===== src/rtl/raster_frame_sched.sv =====
// raster_frame_sched: per-frame controller that clears FB/ZB, feeds triangles to the rasterizer and signals frame completion.
//   clk, rst_n                 clock, asynchronous active-low reset
//   frame_start/clear_en/num_tris  frame request, clear enable and triangle count (sampled in IDLE)
//   frame_busy/frame_done      frame in progress / one-cycle end-of-frame pulse
//   tri_valid/tri_ready/tri_data   upstream triangle handshake
//   rast_valid/rast_tri/rast_busy  rasterizer triangle handshake
//   r_fb_*/r_zb_*              rasterizer buffer writes; fb_*/zb_* muxed buffer write ports
//   tris_done/tris_culled      per-frame saturating triangle counters
module raster_frame_sched #(
    parameter int          FB_DEPTH       = 76800,
    parameter int          ADDR_W         = 17,
    parameter int          TRI_W          = 312,
    parameter logic [11:0] CLEAR_COLOR    = 12'h000,
    parameter logic [7:0]  CLEAR_Z        = 8'hFF,
    parameter int          ACCEPT_TIMEOUT = 16,
    parameter int          DRAIN_CYCLES   = 8
) (
    input  logic              clk,
    input  logic              rst_n,
    input  logic              frame_start,
    input  logic              clear_en,
    input  logic [15:0]       num_tris,
    output logic              frame_busy,
    output logic              frame_done,
    input  logic              tri_valid,
    output logic              tri_ready,
    input  logic [TRI_W-1:0]  tri_data,
    output logic              rast_valid,
    output logic [TRI_W-1:0]  rast_tri,
    input  logic              rast_busy,
    input  logic [ADDR_W-1:0] r_fb_addr,
    input  logic              r_fb_we,
    input  logic [11:0]       r_fb_pixel,
    input  logic [ADDR_W-1:0] r_zb_w_addr,
    input  logic              r_zb_we,
    input  logic [7:0]        r_zb_w_data,
    output logic [ADDR_W-1:0] fb_addr,
    output logic              fb_we,
    output logic [11:0]       fb_pixel,
    output logic [ADDR_W-1:0] zb_w_addr,
    output logic              zb_we,
    output logic [7:0]        zb_w_data,
    output logic [15:0]       tris_done,
    output logic [15:0]       tris_culled
);
    typedef enum logic [2:0] {IDLE, CLEAR, FETCH, ISSUE, RUN, DRAIN, DONE} state_t;
    state_t state, state_n;
    logic [ADDR_W-1:0] clr_addr;
    logic [15:0] remaining, cnt;
    logic clearing, clr_last, issue_timeout, drain_last;
    assign clearing      = state == CLEAR;
    assign clr_last      = clr_addr == ADDR_W'(FB_DEPTH - 1);
    // cnt is shared: accept timeout in ISSUE, drain length in DRAIN
    assign issue_timeout = cnt == 16'(ACCEPT_TIMEOUT - 1);
    assign drain_last    = cnt == 16'(DRAIN_CYCLES - 1);
    assign frame_busy    = state != IDLE;
    assign frame_done    = state == DONE;
    assign tri_ready     = state == FETCH && remaining != 16'd0;
    assign rast_valid    = state == ISSUE;
    // clear engine owns both write ports during CLEAR, otherwise the rasterizer passes straight through
    assign fb_addr       = clearing ? clr_addr : r_fb_addr;
    assign fb_we         = clearing | r_fb_we;
    assign fb_pixel      = clearing ? CLEAR_COLOR : r_fb_pixel;
    assign zb_w_addr     = clearing ? clr_addr : r_zb_w_addr;
    assign zb_we         = clearing | r_zb_we;
    assign zb_w_data     = clearing ? CLEAR_Z : r_zb_w_data;
    always_comb begin
        state_n = state;
        case (state)
            IDLE:    state_n = frame_start ? (clear_en ? CLEAR : FETCH) : IDLE;
            CLEAR:   state_n = clr_last ? FETCH : CLEAR;
            FETCH:   state_n = remaining == 16'd0 ? DRAIN : (tri_valid ? ISSUE : FETCH);
            ISSUE:   state_n = rast_busy ? RUN : (issue_timeout ? FETCH : ISSUE);
            RUN:     state_n = rast_busy ? RUN : FETCH;
            DRAIN:   state_n = drain_last ? DONE : DRAIN;
            DONE:    state_n = IDLE;
            default: state_n = IDLE;
        endcase
    end
    always_ff @(posedge clk or negedge rst_n) begin
        if (!rst_n) state <= IDLE;
        else        state <= state_n;
    end
    always_ff @(posedge clk or negedge rst_n) begin
        if (!rst_n) begin
            clr_addr    <= '0;
            cnt         <= '0;
            remaining   <= '0;
            tris_done   <= '0;
            tris_culled <= '0;
            rast_tri    <= '0;
        end else begin
            clr_addr <= (clearing && !clr_last) ? clr_addr + ADDR_W'(1) : '0;
            cnt      <= ((state == ISSUE || state == DRAIN) && state_n == state) ? cnt + 16'd1 : '0;
            if (state == IDLE && frame_start) begin
                remaining   <= num_tris;
                tris_done   <= '0;
                tris_culled <= '0;
            end
            if (tri_ready && tri_valid) rast_tri <= tri_data;
            if (state == ISSUE && !rast_busy && issue_timeout) begin
                remaining   <= remaining - 16'd1;
                tris_culled <= tris_culled + 16'(tris_culled != 16'hFFFF);
            end
            if (state == RUN && !rast_busy) begin
                remaining <= remaining - 16'd1;
                tris_done <= tris_done + 16'(tris_done != 16'hFFFF);
            end
        end
    end
endmodule


===== config.mk =====
export PLATFORM = sky130hd
export DESIGN_NAME = raster_frame_sched
export DESIGN_NICKNAME = d
export VERILOG_FILES = /design/src/rtl/raster_frame_sched.sv
export SDC_FILE = /design/constraint.sdc
export NUM_CORES = 1
export LEC_CHECK = 0
export CORE_AREA = 2 2 312 314
export CTS_BUF_LIST = sky130_fd_sc_hd__clkbuf_16
export CTS_CLUSTER_SIZE = 40
export DETAILED_ROUTE_END_ITERATION = 16
export DIE_AREA = 0 0 314 316
export DONT_BUFFER_PORTS = 1
export SYNTH_ARGS = -nofsm -noshare
export SYNTH_HDL_FRONTEND = slang
export SYNTH_SLANG_ARGS = --single-unit

===== constraint.sdc =====
create_clock -name clk -period 5.21 [get_ports clk]
set_clock_uncertainty 0.05 [all_clocks]
set_input_delay 0.521 -clock clk [delete_from_list [all_inputs] [get_ports clk]]
set_output_delay 0.521 -clock clk [all_outputs]
set_load 0.02 [all_outputs]

==> flow_metrics.env <==
export IMPL_cts_resized=0
export IMPL_clkSinkCount=396
export IMPL_min_path_type="in -> async"
export IMPL_holdWs_ns=-0.423
export IMPL_cp_buffers_inverters=1
export IMPL_max_slew_margin_pct=21.7
export IMPL_cts_buffers=45
export IMPL_worst_ep_arrival_time_ns=2.89
export IMPL_postSynthCellCount=1258
export IMPL_grt_pass1_vias=12200
export IMPL_start_util_pct=18.4
export IMPL_yosys_area_top_type="dfrtp_1"
export IMPL_antenna_left=0
export IMPL_cp_start_kind="flip-flop"
export IMPL_end_kind="output pin"
export IMPL_overflow=0
export IMPL_worstMarginPinSlew_ns=1.17
export IMPL_hold_buffers=327
export IMPL_p_comb_share_pct=26.8
export IMPL_crit_chain="inv_1 -> or3_2 -> nand2_1 -> nand2_1"
export IMPL_synthDistinctLibCells=57
export IMPL_drtPass1Iterations=4
export IMPL_status="finished with violations"
export IMPL_yosysMostFrequentCell="dfrtp_1"
export IMPL_h_tree_depth=2
export IMPL_portBuffers=0
export IMPL_synth_seq_cells=396
export IMPL_rsz0062_at_grt="false"
export IMPL_cts_tree="yes"
export IMPL_dieWidth_um=314
export IMPL_layout_nets=1979
export IMPL_drc=0
export IMPL_finalHoldViolations=396
export IMPL_p_sw_share_pct=40.9
export IMPL_clock_power_share_pct=21.5
export IMPL_max_vdd_ir_drop_v=0.000279
export IMPL_die_area_sq_um=99200
export IMPL_row_count=114
export IMPL_clkLatencyLatePin_ns=0.60
export IMPL_cpMostUsedCell="nand2_1"
export IMPL_ys_seq_area_share_pct=56.0
export IMPL_cpPeakStageDelay_ns=0.87
export IMPL_post_cts_buffers=0
export IMPL_chipHeight_um=316
export IMPL_fin_crit_sh_pct=66.4
export IMPL_async_flop_share_pct=100
export IMPL_drv_slew=0
export IMPL_synth_edf_count=0
export IMPL_drtIter0Drc=529
export IMPL_drv_cap=0
export IMPL_violations="hold timing"
export IMPL_final_setup_viol_count=0
export IMPL_avgSynthCellArea_sq_um=14.1
export IMPL_grt_pass1_wl_um=85000
export IMPL_fillers=9762
export IMPL_grtUsageTotal_pct=11.6
export IMPL_area_growth_pct=33.5
export IMPL_yosysTopAreaCellShare_pct=56.0
export IMPL_sequentialPowerShare_pct=51.7
export IMPL_critical_path_class="reg -> out"
export IMPL_antenna_found_initial=24
export IMPL_synth_common_cells="396 x dfrtp_1, 280 x mux2_4, 146 x nand2_1"
export IMPL_vias=11700
export IMPL_cts_reportedPaths_clkPinSlew_ns=0.06
export IMPL_pin_count=794
export IMPL_grt_start_max_net_pins=397
export IMPL_worst_path_max_fanout=56
export IMPL_fmaxAchievable_mhz=289
export IMPL_synthesis_nets=1655
export IMPL_p_switching_w=0.00579
export IMPL_wirelength_um=62000
export IMPL_cts_path_max_buffers=3
export IMPL_vias_per_cell=4.03
export IMPL_routabilityCongestion=0.821
export IMPL_leakage_nw=10.2
export IMPL_cp_required_ns=4.64
export IMPL_synth_area_leaders="dfrtp_1 56%, mux2_4 24%, nand2_1 3.1%"
export IMPL_wl_per_cell_um=21.4
export IMPL_total_power_w=0.0141
export IMPL_root_buffer="clkbuf_16"
export IMPL_hpwl_um=45900
export IMPL_cp_slowest_cell="or3_2"
export IMPL_synth_warnings=0
export IMPL_fin_tns_setup_ns=0
export IMPL_synthesis_area_sq_um=17700
export IMPL_min_period_ns=3.46
export IMPL_core_area_sq_um=96000
export IMPL_cp_top_family="simple AND/OR/NAND/NOR gates"
export IMPL_yosys_most_used_dff="dfrtp_1"
export IMPL_drive_above_1_share_pct=24.2
export IMPL_power_internal_w=0.00835
export IMPL_rrSetupSlack_ns=2.01
export IMPL_p_per_area_nw_per_um2=599
==> layer usage <==
layer | share of wire (%) | vias up | track usage, %
met3 | 9.6 | 115 | 4.81
met2 | 51 | 597 | 20.8
met1 | 36 | 5859 | 12.1
met5 | 0.098 | - | 0
met4 | 3.2 | 8 | 4.10
li1 | - | 5091 | -
==> state kept, by name, indices dropped and copies added, names as in the netlist <==
signal	cells
cnt	16
remaining	16
state	3
clr_addr	17
rast_tri	312
tris_culled	16
tris_done	16
==> worst register-to-register path: stages, from the launching register on <==
cell,delay (ns)
dfrtp_1,0.41
inv_1,0.10
ha_1,0.21
nor3b_1,0.40
nand3_2,0.23
nor4_4,0.40
nor2_4,0.14
buf_12,0.24
buf_4,0.53
mux2_4,0.35
==> cells in the final DEF, fill, tap and decap left out, drive strengths merged, types with 7 or more instances in the layout <==
cell type	synthesis	final
nand2b	11	11
dlygate4sd3	0	327
mux2	312	312
diode	0	11
nand3	32	32
nor3	8	8
nand4	15	15
xnor2	11	11
nand2	146	146
o211ai	10	10
ha	7	7
and3	14	14
xor2	14	14
dfrtp	396	396
clkinv	0	14
buf	35	7
and4	7	7
and2	13	13
clkbuf	22	45
nor2	55	55
a21oi	16	16
mux2i	13	13
inv	13	25
nor4	9	9
o21ai	38	38
or3	13	13
==> kinds of logic (layout without fill, tap and decap cells) <==
| group | Yosys count | count (layout) | synth area share, % |
|---|---|---|---|
| buffers and inverters | 70 | 424 | 2.83 |
| AO/OA/AOI/OAI | 97 | 97 | 3.49 |
| AND/OR/NAND/NOR | 338 | 338 | 9.41 |
| other | 0 | 11 | 0 |
| multiplexers | 325 | 325 | 26.5 |
| XOR/XNOR | 25 | 25 | 1.24 |
| adder cells (fa/ha/maj) | 7 | 7 | 0.495 |
| flip-flops | 396 | 396 | 56.0 |
==> power by group through the flow <==
stage          clock network [W]  registers (W)  logic, W
3_3_place_gp                   0        0.00734   0.00343
5_1_grt                  0.00329        0.00748   0.00404
2_1_floorplan                  0        0.00667   0.00310
3_5_place_dp                   0        0.00734   0.00354
4_1_cts                  0.00317        0.00731   0.00381
6_report                 0.00305        0.00731   0.00379
==> path summary, 6_finish.rpt <==
kind                         startpoint            end  cells after the start
setup reg to reg           remaining[0]  rast_tri[153]                      9
min in group clk            num_tris[0]   remaining[0]                      2
setup / recovery               state[0]   zb_w_addr[4]                      4
max in group asynchronous         rst_n   clr_addr[15]                      0
hold / removal                    rst_n  rast_tri[104]                      0
hold reg to reg                  cnt[0]         cnt[0]                      1
==> layout make-up <==
class	instances	area (sq um)	share of cell area, %
tap	1276	1600	6.76
clock buffer	45	1130	4.77
inverter	13	48.8	0.207
timing repair buffer	334	3350	14.2
antenna	11	27.5	0.117
sequential	396	9910	41.9
clock inverter	32	275	1.17
multi-input combinational	792	7290	30.9
==> through the flow <==
step / std cells / setup WS (ns) / hold WS [ns] / area (sq um) / utilization (%)
floorplan: 1258 / 2.76 / 0.175 / 17700 / -
global placement: 2484 / 2.14 / 0.185 / 18900 / 19.7
detailed placement: 2484 / 2.12 / 0.183 / 18900 / 19.7
CTS: 2888 / 1.70 / -0.489 / 23600 / 24.6
global route: 2894 / 1.58 / -0.488 / 23600 / 24.6
finish: 2899 / 1.75 / -0.423 / 23600 / 24.6
Note: power is estimated with default switching activity, not from simulation.
